==> config.mk <==
export PLATFORM = sky130hd
export DESIGN_NAME = uart_fifo
export DESIGN_NICKNAME = d
export VERILOG_FILES = /design/src/rtl/uart_fifo.sv
export SDC_FILE = /design/constraint.sdc
export NUM_CORES = 1
export LEC_CHECK = 0
export CAP_MARGIN = 20
export CELL_PAD_IN_SITES_DETAIL_PLACEMENT = 1
export CELL_PAD_IN_SITES_GLOBAL_PLACEMENT = 1
export CORE_MARGIN = 10
export CORE_UTILIZATION = 40
export CTS_CLUSTER_SIZE = 25
export DETAILED_ROUTE_END_ITERATION = 12
export GPL_TIMING_DRIVEN = 0
export MAX_ROUTING_LAYER = met4
export PLACE_DENSITY = 0.77
export SYNTH_ARGS = -nofsm -noshare
export SYNTH_HDL_FRONTEND = slang
export SYNTH_SLANG_ARGS = --single-unit
==> constraint.sdc <==
create_clock -name clk -period 5.45 [get_ports clk]
set_input_delay 1.3625 -clock clk [delete_from_list [all_inputs] [get_ports clk]]
set_output_delay 1.3625 -clock clk [all_outputs]
set_load 0.005 [all_outputs]
==> src/rtl/uart_fifo.sv <==
// UART with byte FIFOs on both directions, register-mapped bus interface.
// Frame: start, 8 data LSB first, optional parity, 1 or 2 stop bits.

module uart_fifo_buf #(
  parameter int AW = 4
) (
  input  logic        clk,
  input  logic        resetn,
  input  logic        push,
  input  logic [7:0]  wdata,
  input  logic        pop,
  output logic [7:0]  rdata,
  output logic [AW:0] count,
  output logic        full,
  output logic        empty
);
  logic [7:0]  mem [2**AW];
  logic [AW:0] wp, rp;

  always_ff @(posedge clk or negedge resetn)
    if (!resetn) begin
      wp <= '0;
      rp <= '0;
    end else begin
      if (push && !full) wp <= wp + (AW+1)'(1);
      if (pop && !empty) rp <= rp + (AW+1)'(1);
    end

  always_ff @(posedge clk)
    if (push && !full) mem[wp[AW-1:0]] <= wdata;

  // extra pointer bit distinguishes full from empty at equal indices
  assign empty = (wp == rp);
  assign full  = (wp[AW] != rp[AW]) && (wp[AW-1:0] == rp[AW-1:0]);
  assign count = wp - rp;
  assign rdata = mem[rp[AW-1:0]];
endmodule

module uart_fifo #(
  parameter int WIDTH     = 32,
  parameter int RX_AW     = 4,
  parameter int TX_AW     = 4,
  parameter int CPB_RESET = 216
) (
  input  logic             clk,
  input  logic             resetn,
  input  logic             cs,
  input  logic             wen,
  input  logic [3:0]       addr,
  input  logic [WIDTH-1:0] din,
  output logic [WIDTH-1:0] dout,
  input  logic             RxD,
  output logic             TxD,
  output logic             irq
);
  typedef enum logic [2:0] {S_IDLE, S_START, S_DATA, S_PARITY, S_STOP} state_t;

  logic [4:0]  ctrl;
  logic [15:0] cpb;
  logic [2:0]  ien;
  logic [3:0]  rx_err;   // {BREAK, RX_OVR, PERR, FERR}
  logic        tx_ovr;

  logic wr, rd_dr, rd_prev;
  assign wr    = cs & wen;
  assign rd_dr = cs & ~wen & (addr == 4'd0);

  logic [15:0] cpb_eff, half;
  assign cpb_eff = (cpb < 16'd4) ? 16'd4 : cpb;
  assign half    = {1'b0, cpb_eff[15:1]};

  logic unused_din;
  assign unused_din = ^din;

  // FIFOs
  logic             tx_push, tx_pop, tx_full, tx_empty;
  logic [7:0]       tx_rdata;
  logic [TX_AW:0]   tx_count;
  logic             rx_push, rx_pop, rx_full, rx_empty;
  logic [7:0]       rx_rdata, rx_sh;
  logic [RX_AW:0]   rx_count;

  assign tx_push = wr & (addr == 4'd0);
  assign rx_pop  = rd_dr & ~rd_prev;

  uart_fifo_buf #(.AW(TX_AW)) u_txq (
    .clk(clk), .resetn(resetn), .push(tx_push), .wdata(din[7:0]), .pop(tx_pop),
    .rdata(tx_rdata), .count(tx_count), .full(tx_full), .empty(tx_empty));

  uart_fifo_buf #(.AW(RX_AW)) u_rxq (
    .clk(clk), .resetn(resetn), .push(rx_push), .wdata(rx_sh), .pop(rx_pop),
    .rdata(rx_rdata), .count(rx_count), .full(rx_full), .empty(rx_empty));

  // Transmitter
  state_t      tx_state, tx_next;
  logic [16:0] tx_cnt, tx_len;
  logic [2:0]  tx_bit;
  logic [7:0]  tx_sh;
  logic        tx_par, tx_end, tc;

  assign tx_len = (tx_state == S_STOP && ctrl[4]) ? {cpb_eff, 1'b0} : {1'b0, cpb_eff};
  assign tx_end = (tx_cnt == tx_len - 17'd1);
  assign tc     = tx_empty && (tx_state == S_IDLE);

  always_comb begin
    tx_next = tx_state;
    tx_pop  = 1'b0;
    case (tx_state)
      S_IDLE:   if (!tx_empty && ctrl[1]) begin tx_next = S_START; tx_pop = 1'b1; end
      S_START:  if (tx_end) tx_next = S_DATA;
      S_DATA:   if (tx_end && tx_bit == 3'd7) tx_next = ctrl[2] ? S_PARITY : S_STOP;
      S_PARITY: if (tx_end) tx_next = S_STOP;
      S_STOP:   if (tx_end) tx_next = S_IDLE;
      default:  tx_next = S_IDLE;
    endcase
  end

  always_ff @(posedge clk or negedge resetn)
    if (!resetn) begin
      tx_state <= S_IDLE;
      tx_cnt   <= '0;
      tx_bit   <= '0;
      tx_sh    <= '0;
      tx_par   <= 1'b0;
    end else begin
      tx_state <= tx_next;
      tx_cnt   <= (tx_state == S_IDLE || tx_end) ? '0 : tx_cnt + 17'd1;
      if (tx_pop) begin
        tx_sh  <= tx_rdata;
        tx_par <= ^tx_rdata ^ ctrl[3];
        tx_bit <= '0;
      end else if (tx_state == S_DATA && tx_end) begin
        tx_sh  <= {1'b0, tx_sh[7:1]};
        tx_bit <= tx_bit + 3'd1;
      end
    end

  // Decoded from state flops so reset forces the line idle immediately
  always_comb begin
    TxD = 1'b1;
    case (tx_state)
      S_START:  TxD = 1'b0;
      S_DATA:   TxD = tx_sh[0];
      S_PARITY: TxD = tx_par;
      default:  TxD = 1'b1;
    endcase
  end

  // Receiver
  logic [1:0]  rx_sync;
  logic        rx, rx_prev, rx_parbit, rx_mid, rx_end, rx_done;
  state_t      rx_state, rx_next;
  logic [15:0] rx_cnt;
  logic [2:0]  rx_bit;
  logic        ferr_set, perr_set, brk_set, ovr_set;

  assign rx     = rx_sync[1];
  assign rx_mid = (rx_cnt == half - 16'd1);
  assign rx_end = (rx_cnt == cpb_eff - 16'd1);

  always_comb begin
    rx_next = rx_state;
    rx_done = 1'b0;
    case (rx_state)
      S_IDLE:   if (ctrl[0] && rx_prev && !rx) rx_next = S_START;
      S_START:  if (rx_mid && rx) rx_next = S_IDLE;
                else if (rx_end) rx_next = S_DATA;
      S_DATA:   if (rx_end && rx_bit == 3'd7) rx_next = ctrl[2] ? S_PARITY : S_STOP;
      S_PARITY: if (rx_end) rx_next = S_STOP;
      S_STOP:   if (rx_mid) begin rx_next = S_IDLE; rx_done = 1'b1; end
      default:  rx_next = S_IDLE;
    endcase
  end

  always_ff @(posedge clk or negedge resetn)
    if (!resetn) begin
      rx_sync   <= 2'b11;
      rx_prev   <= 1'b1;
      rx_state  <= S_IDLE;
      rx_cnt    <= '0;
      rx_bit    <= '0;
      rx_sh     <= '0;
      rx_parbit <= 1'b0;
    end else begin
      rx_sync  <= {rx_sync[0], RxD};
      rx_prev  <= rx;
      rx_state <= rx_next;
      rx_cnt   <= (rx_state == S_IDLE || rx_end) ? '0 : rx_cnt + 16'd1;
      if (rx_state == S_IDLE) rx_bit <= '0;
      if (rx_state == S_DATA) begin
        if (rx_mid) rx_sh  <= {rx, rx_sh[7:1]};
        if (rx_end) rx_bit <= rx_bit + 3'd1;
      end
      if (rx_state == S_PARITY && rx_mid) rx_parbit <= rx;
    end

  // Evaluated at mid-stop, while rx holds the stop sample
  assign ferr_set = rx_done && !rx;
  assign perr_set = rx_done && ctrl[2] && (rx_parbit != (^rx_sh ^ ctrl[3]));
  assign brk_set  = rx_done && !rx && (rx_sh == 8'd0) && !(ctrl[2] && rx_parbit);
  assign rx_push  = rx_done && !brk_set && !rx_full;
  assign ovr_set  = rx_done && !brk_set && rx_full;

  // Registers, sticky flags, irq
  logic wr_rstat, wr_tstat, err_any;
  assign wr_rstat = wr & (addr == 4'd2);
  assign wr_tstat = wr & (addr == 4'd3);
  assign err_any  = (|rx_err) | tx_ovr;

  always_ff @(posedge clk or negedge resetn)
    if (!resetn) begin
      ctrl    <= '0;
      cpb     <= 16'(CPB_RESET);
      ien     <= '0;
      rx_err  <= '0;
      tx_ovr  <= 1'b0;
      rd_prev <= 1'b0;
      irq     <= 1'b0;
    end else begin
      if (wr && addr == 4'd1) ctrl <= din[4:0];
      if (wr && addr == 4'd4) cpb  <= din[15:0];
      if (wr && addr == 4'd5) ien  <= din[2:0];
      rx_err  <= (rx_err & ~(wr_rstat ? din[5:2] : 4'b0))
               | {brk_set, ovr_set, perr_set, ferr_set};
      tx_ovr  <= (tx_ovr & ~(wr_tstat & din[3])) | (tx_push & tx_full);
      rd_prev <= rd_dr;
      irq     <= (~rx_empty & ien[0]) | (tc & ien[1]) | (err_any & ien[2]);
    end

  always_comb begin
    dout = '0;
    case (addr)
      4'd0: if (!rx_empty) dout[7:0] = rx_rdata;
      4'd1: dout[4:0]  = ctrl;
      4'd2: dout[15:0] = {8'(rx_count), 2'b00, rx_err, rx_full, ~rx_empty};
      4'd3: dout[15:0] = {8'(tx_count), 4'b0000, tx_ovr, tx_full, tx_empty, tc};
      4'd4: dout[15:0] = cpb;
      4'd5: dout[2:0]  = ien;
      default: dout = '0;
    endcase
  end
endmodule
==> impl_metrics.csv <==
group,metric,value,unit
run_status,outcome,"finished clean",
placement,io_buffers,40,
global_route,grt_max_degree,85,
routing,routedWlPerCell,23.2,µm
setup_path,path_cells,"clkdlybuf4s50_1 > nand2b_1 > nor3_2 > clkbuf_2 > nand2_1 > o221ai_1 > clkdlybuf4s50_1",
routing,firstDrtPassIters,5,
floorplan,start_util,40.4,%
pwr,total_power,8.82,mW
setup_path,critPathBufInv,3,
routing,ant_nets,0,
pwr,vdd_drop_max,0.000315,V
floorplan,rows,78,
sta,tightest_slew,1090,ps
routing,wl,49.3,mm
setup_path,cp_data_arrival_time,3990,ps
routing,routed-via-count,11900,
setup_path,critPathKind,"primary input to output pin",
cts,clock_sinks,373,
logic_synthesis,seq_area_frac_synth,58.0,%
floorplan,die_area,54700,µm²
placement,pre_cts_ws,-375,ps
sta,fin_ws,96.7,ps
logic_synthesis,synthDistinctLibCells,87,
logic_synthesis,avgSynthCellArea,13.3,µm²
sta,relSlewSlack,26.9,%
cts,clockRootBuffer,"clkbuf_16",
setup_path,cp_max_fo,10,
global_route,grt_pass1_wl,76.9,mm
setup_path,slowest_stage,"clkdlybuf4s50_1",
floorplan,ios,75,
logic_synthesis,synth_cells,1377,
final_layout,finalNonFillerCells,2123,
sta,skew,34.9,ps
logic_synthesis,synthArstFlopShare,31.4,%
global_route,antenna_found_initial,3,
final_layout,drive_above_1_share,18.2,%
setup_path,critical_path.startpoint_type,"primary input",
final_layout,nets,1561,
job,cap_violations,0,
sta,fmax,187,MHz
floorplan,core_region_area,45300,µm²
cts,worst_skew_pair.late_latency,580,ps
logic_synthesis,syn_area,18300,µm²
setup_path,critical-path-top-delay-family,"buffers and inverters",
logic_synthesis,synth_edf_count,256,
routing,drt-initial-drc-count,953,
placement,dp_hpwl,34.8,mm
placement,place_area,19600,µm²
global_route,overflow,0,
routing,vias_per_cell,5.61,
hold_path,hold_class,"flip-flop to flip-flop",
pwr,power_leakage,7.52,nW
sta,post-route-min-period,5350,ps
pwr,p_per_area,415,nW/µm²
global_route,grt.total_usage,18.9,%
setup_path,max_stage_delay,580,ps
sta,setup_viol,0,
setup_path,crit_required,4090,ps
sta,maxSlewViolCount,0,
cts,cts_tree,"yes",
cts,clk_pin_slew,60,ps
sta,rsz0062_at_grt,"false",
logic_synthesis,ys.flop_type,"edfxtp_1",
final_layout,areaGrowthSynthToFinish,16.1,%
placement,gp_congestion,0.914,
cts,htreeDepth,2,
logic_synthesis,synth-seq-cells,373,
sta,min_period_over_period,98.2,%
final_layout,fin_area,21300,µm²
global_route,grt_pass1_vias,12800,
floorplan,dieWidth,234,µm
routing,drc,0,
floorplan,dieHeight,234,µm
cts,cts_buffer_depth,3,
setup_path,crit_top_cell,"clkdlybuf4s50_1",
logic_synthesis,yosysWarnings,0,
cts,cts_buffers,41,
sta,final-hold-violation-count,0,
placement,dp_cells,2041,
setup_path,cp-end-kind,"output pin",
synth_stat cells, drive strengths merged, types with 4 or more instances:
cell / n / area [µm²]
a31oi: 8 / 50.1
o211ai: 9 / 67.6
buf: 43 / 270
nor2: 103 / 387
a211oi: 9 / 67.6
and3: 24 / 155
nor3b: 6 / 61.3
dfstp: 7 / 184
and4: 5 / 43.8
edfxtp: 256 / 7690
a21oi: 36 / 188
nand2: 102 / 383
nand3: 49 / 250
and2: 9 / 56.3
nor3: 38 / 201
mux4: 80 / 1800
nand2b: 15 / 93.8
mux2: 21 / 236
o31ai: 4 / 30.0
a2111oi: 4 / 60.1
clkbuf: 61 / 231
a22oi: 7 / 52.6
inv: 36 / 135
nor4: 11 / 98.8
o21ai: 51 / 267
nand4: 22 / 153
or3: 5 / 31.3
xnor2: 70 / 613
dfrtp: 110 / 2750
a211o: 4 / 35.0
a41oi: 4 / 35.0
ha: 31 / 388
xor2: 58 / 508
nor2b: 4 / 25.0
or2: 4 / 25.0
a21o: 6 / 45.0
mux2i: 15 / 150
cell type report:
class	instances	area, µm²
inverter	36	135
sequential	373	10600
antenna	3	7.51
tap	600	751
clock inverter	30	437
buffer	101	500
clock buffer	46	1070
timing repair buffer	55	517
fill	4637	24000
multi-input combinational	879	7220
worst reg2reg max path: cells and delay by family (launching register included):
kind	cells	cell delay (ps)
compound gates	5	1090
flops	1	390
buf+inv	2	490
fa+ha+maj	1	290
simple gates	8	2530
sequential cells by signal, indices dropped and copies added, names as in the netlist, 4 cells and up:
name,flops
rx_err,4
tx_sh,8
u_rxq.wp,5
tx_cnt,17
u_rxq.rp,5
rx_sh,8
u_txq.wp,5
ctrl,5
rx_cnt,16
cpb,16
u_txq.rp,5
u_rxq.mem,128
u_txq.mem,128
per-stage QoR:
step                utilization, %  TNS [ps]  hold WS, ps
floorplan                        -         0          345
global placement              43.1   -246470          348
detailed placement            43.3    -33130          347
CTS                           46.8         0          354
global route                  46.9         0          365
finish                        46.9         0          359
placed cells by master, fill, tap and decap left out, drive strengths merged, types with 5 or more instances in the layout:
cell type / synthesis / routed
a31oi: 8 / 8
a22oi: 7 / 7
bufinv: 0 / 9
mux2: 21 / 21
conb: 1 / 16
nand4: 22 / 22
nor4: 11 / 11
buf: 43 / 59
clkinv: 0 / 15
nor3: 38 / 38
edfxtp: 256 / 256
xnor2: 70 / 70
ha: 31 / 31
nand3: 49 / 49
mux4: 80 / 80
a211oi: 9 / 9
mux2i: 15 / 15
inv: 36 / 40
nand2: 102 / 102
clkbuf: 61 / 104
or3: 5 / 5
nor3b: 6 / 6
nor2: 103 / 103
o211ai: 9 / 9
and4: 5 / 5
a21o: 6 / 6
dfstp: 7 / 7
clkdlybuf4s50: 0 / 39
and2: 9 / 9
o21ai: 51 / 51
dfrtp: 110 / 110
and3: 24 / 24
nand2b: 15 / 15
a21oi: 36 / 36
xor2: 58 / 58
routing by layer:
metal	track usage [%]	wire, µm
met5	-	0
met4	4.05	768
met3	3.67	2950
met2	30.8	24500
met1	24.2	21100
final timing paths:
check | startpoint | end | slack, ps | cells after the start
min | rx_sync[0] | rx_sync[1] | 360 | 0
max | addr[3] | dout[8] | 100 | 7
min in group asynchronous | resetn | cpb[15] | 690 | 1
max reg2reg | cpb[9] | u_rxq.mem[1][1] | 370 | 16
max in group asynchronous | resetn | cpb[4] | 3990 | 2
min reg2reg | rx_sync[0] | rx_sync[1] | 360 | 0
report_power, final:
group          switching (mW)  internal, mW
clock network            1.20          1.86
logic                    1.36          1.05
registers               0.169          3.18
total                    2.73          6.09
cells by family after synthesis:
kind of cell | synth area share, %
AO/OA/AOI/OAI | 6.42
XOR/XNOR | 6.12
adder cells (fa/ha/maj) | 2.34
buffers and inverters | 3.48
flip-flops | 58.0
multiplexers | 12.0
other | 0.0205
AND/OR/NAND/NOR | 11.6
timing repair:
| action | CTS | global route |
|---|---|---|
| gates resized for setup | 23 | 23 |
| hold buffers | 0 | 0 |
| hold endpoints to repair | 0 | 0 |
| buffers inserted | 2 | 3 |
| pin swaps | 1 | 2 |
| setup endpoints to repair | 140 | 132 |
Power figures use the tool's default switching activity.
